File: src/rtl/comparator_pkg.sv
// Shared types and constants for the switch-to-LED magnitude comparator.
// The result bundle bit order matches the LED index constants.
package comparator_pkg;

  localparam int LED_GT = 0;
  localparam int LED_EQ = 1;
  localparam int LED_LT = 2;

  typedef struct packed {
    logic lt;
    logic eq;
    logic gt;
  } cmp_result_t;

endpackage

File: src/rtl/sync_ff.sv
// Depth x width flop chain with asynchronous active-low clear.
// Used to bring asynchronous switch inputs into the clock domain.
module sync_ff #(
  parameter int DEPTH = 2,
  parameter int WIDTH = 1
) (
  input  logic             clk,
  input  logic             rst_n,
  input  logic [WIDTH-1:0] d,
  output logic [WIDTH-1:0] q
);

  logic [WIDTH-1:0] stg [DEPTH];

  always_ff @(posedge clk or negedge rst_n) begin
    if (!rst_n) begin
      for (int i = 0; i < DEPTH; i++) begin
        stg[i] <= '0;
      end
    end else begin
      stg[0] <= d;
      for (int i = 1; i < DEPTH; i++) begin
        stg[i] <= stg[i-1];
      end
    end
  end

  assign q = stg[DEPTH-1];

endmodule

File: src/rtl/comparator.sv
// Magnitude comparator: synchronised operands A and B drive
// three registered one-hot status LEDs (gt, eq, lt).
module comparator
  import comparator_pkg::*;
#(
  parameter int WIDTH       = 1,
  parameter int SIGNED      = 0,
  parameter int SYNC_STAGES = 2
) (
  input  logic             sys_clk,
  input  logic             sys_rst_n,
  input  logic [WIDTH-1:0] A,
  input  logic [WIDTH-1:0] B,
  output logic             led1,
  output logic             led2,
  output logic             led3
);

  logic [WIDTH-1:0] a_s;
  logic [WIDTH-1:0] b_s;
  cmp_result_t      res;
  cmp_result_t      res_q;
  logic             primed;

  function automatic cmp_result_t compare(
    input logic [WIDTH-1:0] a,
    input logic [WIDTH-1:0] b
  );
    cmp_result_t r;
    r.eq = (a == b);
    if (SIGNED != 0) begin
      r.gt = $signed(a) > $signed(b);
      r.lt = $signed(a) < $signed(b);
    end else begin
      r.gt = a > b;
      r.lt = a < b;
    end
    return r;
  endfunction

  sync_ff #(
    .DEPTH(SYNC_STAGES),
    .WIDTH(WIDTH)
  ) u_sync_a (
    .clk  (sys_clk),
    .rst_n(sys_rst_n),
    .d    (A),
    .q    (a_s)
  );

  sync_ff #(
    .DEPTH(SYNC_STAGES),
    .WIDTH(WIDTH)
  ) u_sync_b (
    .clk  (sys_clk),
    .rst_n(sys_rst_n),
    .d    (B),
    .q    (b_s)
  );

  assign res = compare(a_s, b_s);

  // primed marks that the LED register has been loaded since reset
  always_ff @(posedge sys_clk or negedge sys_rst_n) begin
    if (!sys_rst_n) begin
      res_q  <= '0;
      primed <= 1'b0;
    end else begin
      res_q  <= res;
      primed <= 1'b1;
    end
  end

  assign led1 = res_q[LED_GT];
  assign led2 = res_q[LED_EQ];
  assign led3 = res_q[LED_LT];

  always_comb begin
    if (sys_rst_n && primed) begin
      assert ($onehot({led1, led2, led3}));
    end
  end

endmodule

File: config.mk
export PLATFORM = sky130hd
export DESIGN_NAME = comparator
export DESIGN_NICKNAME = d
export VERILOG_FILES = /design/src/rtl/comparator_pkg.sv /design/src/rtl/sync_ff.sv /design/src/rtl/comparator.sv
export SDC_FILE = /design/constraint.sdc
export NUM_CORES = 1
export LEC_CHECK = 0
export ABC_AREA = 0
export BUFFER_PORTS_ARGS = -buffer_cell sky130_fd_sc_hd__buf_2
export CORE_AREA = 2 2 39 41
export CTS_BUF_LIST = sky130_fd_sc_hd__clkbuf_8
export CTS_CLUSTER_SIZE = 12
export DETAILED_ROUTE_END_ITERATION = 8
export DIE_AREA = 0 0 41 43
export SLEW_MARGIN = 10
export SYNTH_ARGS = -nofsm -noshare
export SYNTH_HDL_FRONTEND = slang
export SYNTH_SLANG_ARGS = --single-unit
File: constraint.sdc
create_clock -name sys_clk -period 2.4 [get_ports sys_clk]
set_clock_uncertainty 0.1 [all_clocks]
set_input_delay 0.24 -clock sys_clk [delete_from_list [all_inputs] [get_ports sys_clk]]
set_output_delay 0.24 -clock sys_clk [all_outputs]
set_load 0.005 [all_outputs]
==> results.txt <==
* Outcome: completed
* Transition time at the pin with the least slew margin: 0.155 ns
- Counting flops with a built-in enable in the synthesized netlist gives 0.
- Die height: 43 µm
- Buffers inserted during clock tree synthesis total 3.
* Final period utilization: 43.0%
- Input and output buffers added on the ports amount to 6.
- The number of global-route vias before repair is 119.
- Detailed-route wire length per cell: between 8 and 9 µm
- The layer flagged by global routing as most heavily used is met3.
- Overall power consumption after layout is estimated at 0.297 mW.
- Mean cell area of the mapped netlist: approximately 19 µm²
* First-pass GRT wire length: 489 µm
- Entering global routing, the biggest net connects 8 pins.
- For this run the aggregate overflow at the end of global routing stands at 0.
- Once placement finished, the instance area stood at 258 µm².
- Area leader, netlist: sky130_fd_sc_hd__dfrtp_1
* Number of pins with negative max-slew slack in the final report: 0
- Final count of negative-setup-slack endpoints: 0
- In the routed layout, each cell is associated on average with a via count of between 3 and 4.
- Library cell with the highest instance count after synthesis: sky130_fd_sc_hd__dfrtp_1
- Setup repair after global routing missed its margin: false
- Period minus WS final: 1.03 ns
- Summing over every cut layer, the via total after detailed routing is 115.
- For this configuration, the core starts out at a cell density of 15.0%.
* Share of layout cells above drive strength 1: between 40% and 50%
* Cell type group with the largest total delay on the critical path: flip-flops
* Overall routed net length: 305 µm
* Leakage: 0.167 nW
- The worst hold path begins at A.
- Relative slew slack: 89.7%
- In this run the worst hold path is classified as input port to register.
- After floorplanning, the core was sized to cover about 1400 µm².
- Counting both buffers and inverters, the worst setup path holds a total of 1.
* Achievable clock frequency: 969 MHz
- Sequential element share of the synthesized area: 84.3%
- At the end of the flow the core is filled with cells to 22.6%.
- Row generation in the floorplan step produced 14 rows.
- Most used flip-flop cell after synthesis: sky130_fd_sc_hd__dfrtp_1
- 7 I/O pins were placed.
* Total Neg Setup Slack: 0 ns
- Most instantiated cells after synthesis: sky130_fd_sc_hd__dfrtp_1 (7), sky130_fd_sc_hd__ha_1 (2), sky130_fd_sc_hd__inv_1 (2)
- Final hold analysis gives a worst-case slack of 0.0231 ns.
- The worst setup path is launched from a register.
- Setup slack closes at 1.37 ns.
* Number of buffers on the longest clock path: 2
* Total global-route track usage: about 5.4%
* CP max stage cell: sky130_fd_sc_hd__dfrtp_1
* Cell count of the worst hold path: 1
- Terminating pin of the worst hold path: u_sync_a.stg[1]
- After the first detailed-routing iteration, the DRC count stood at 0.
- R2r setup slk: approximately 1.5 ns
- Synth Warn #: 0
- In the global route stage, met1 resource usage came out at 4.30%.
- The largest single stage delay on the critical path is 0.35 ns.
- OpenSTA, run right after detailed placement, puts the worst setup slack at roughly 1.5 ns.
* Clock tree from TritonCTS: yes
- Cell-by-cell trace of the critical path: buf_2
- Of all nets on the critical path, the largest fanout is 1.
- GP Congestion: a little over 0.5
- Met2 Usage GRT: 5.94%
* Cell types with the largest area share after synthesis: sky130_fd_sc_hd__dfrtp_1 (84%), sky130_fd_sc_hd__ha_1 (12%), sky130_fd_sc_hd__inv_1 (3.6%)
- In this run the horizontal extent of the chip is 41 µm.
- Summing every instance area after synthesis gives 208 µm².
- The repair_antennas step left the layout with diodes totalling 0.
* GR Layer Usage met3: 9.42%
* DRT Pass-1 Iters: 1
* Max Cap Violations: 0
- Counting tap cells, the placed design contains a total of 33 instances.
- For this design the ratio of total power to cell area is 949 nW/µm².
* Net count after synthesis: 17
- After filler insertion, the fill cell instance count of the layout stands at 150.
- Final Instance Count excl. Fillers: 38
* Area of the multi-input gates: 25.0 µm²
- CTS built an H-tree with a depth of 1.
* Die Footprint: 1760 µm²
- CP endpoint kind: output port
- Across the whole layout, storage elements account for 175 µm².
* Startpoint of the most critical register-to-register path: u_sync_a.q
- The area growth from synthesis to layout is 50.6%.
- Ys async rst share: 100%
* Worst-Skew Late Latency: ~0.22 ns
- For this run, the post-layout net count is 29.
- The worst-case IR drop observed on VDD is around 0.00044 V.
* Synthesized netlist cell count: 11
- The root buffer cell chosen for the clock tree is sky130_fd_sc_hd__clkbuf_8.
- The worst setup path is of the register to output port kind.
* Number of antenna violations at the first check in global routing: 0
* Register bit total from synthesis: 7
- Count of unresolved DRC violations after routing: 0
* Worst reg2reg path endpoint: led2
- Area share of the largest cell type after synthesis: 84.3%
- Clock tree synthesis found a total of 7 sinks.
* Residual antenna-violating net count after detailed routing: 0
- Post-CTS repair changed the size of 0 cells.
* Count of cells along the worst register-to-register path: 2
- After routing the design area is 313 µm².
- Data on the critical path arrives at its endpoint at about 0.69 ns.
* Unique cell type count in the Yosys netlist: 3
- Clock-pin slew was measured on the worst setup and hold paths at approximately 0.04 ns.
- At the worst endpoint, the required time is 2.06 ns.
- Total count of hold-check failures in the final report: 0
[registers in the layout (all words and copies together) (netlist names)]
| signal | flops |
|---|---|
| u_sync_a.q | 1 |
| u_sync_a.stg | 1 |
| u_sync_b.stg | 1 |
| led2 | 1 |
| led3 | 1 |
| led1 | 1 |
| u_sync_b.q | 1 |
[cell usage in the layout, fill, tap and decap left out]
cell type / netlist / routed
sky130_fd_sc_hd__buf_2: 0 / 6
sky130_fd_sc_hd__dfrtp_1: 7 / 7
sky130_fd_sc_hd__inv_1: 2 / 3
sky130_fd_sc_hd__clkbuf_8: 0 / 3
sky130_fd_sc_hd__dlygate4sd3_1: 0 / 1
sky130_fd_sc_hd__ha_1: 2 / 2
[power by group]
| part | switching (mW) | leakage [nW] | internal (mW) | total, mW |
|---|---|---|---|---|
| sequential | 0.00178 | 0.0840 | 0.125 | 0.127 |
| clock | 0.0473 | 0.0269 | 0.110 | 0.158 |
| combinational | 0.00576 | 0.0557 | 0.00624 | 0.0120 |
| total | 0.0549 | 0.167 | 0.242 | 0.297 |
[worst max path at each step]
stage	start	endpoint	slack [ns]	depth (start not counted)
detailed placement	u_sync_a.q	led2	1.52	2
global placement	u_sync_a.q	led2	1.54	2
floorplan	u_sync_a.q	led2	1.55	2
CTS	led3	led3	1.35	1
finish	led3	led3	1.37	1
global route	led3	led3	1.33	1
[layout make-up]
| class | instances | area share [%] |
|---|---|---|
| clock buffers | 3 | 13.2 |
| clock inverters | 1 | 1.20 |
| inverters | 2 | 2.40 |
| multi-input cells | 2 | 8.00 |
| flip-flops and latches | 7 | 56.0 |
| well taps | 16 | 6.40 |
| repair buffers | 7 | 12.8 |
[logic make-up (layout without fill, tap and decap cells)]
kind of cell | count (synthesis) | in the layout | share of synthesized area (%)
adder cells (fa/ha/maj) | 2 | 2 | 12.0
buffers and inverters | 2 | 13 | 3.62
flip-flops | 7 | 7 | 84.3
[what timing repair did]
| item | CTS | global route |
|---|---|---|
| hold buffers | 1 | 0 |
| buffers inserted | 0 | 0 |
| endpoints found under the hold margin | 7 | 0 |
[metal layers]
layer,vias to the layer above,share of wire [%]
li1,53,-
met1,51,33
met2,11,44
met3,0,23
met4,0,0
met5,-,0
Power figures use the tool's default switching activity.
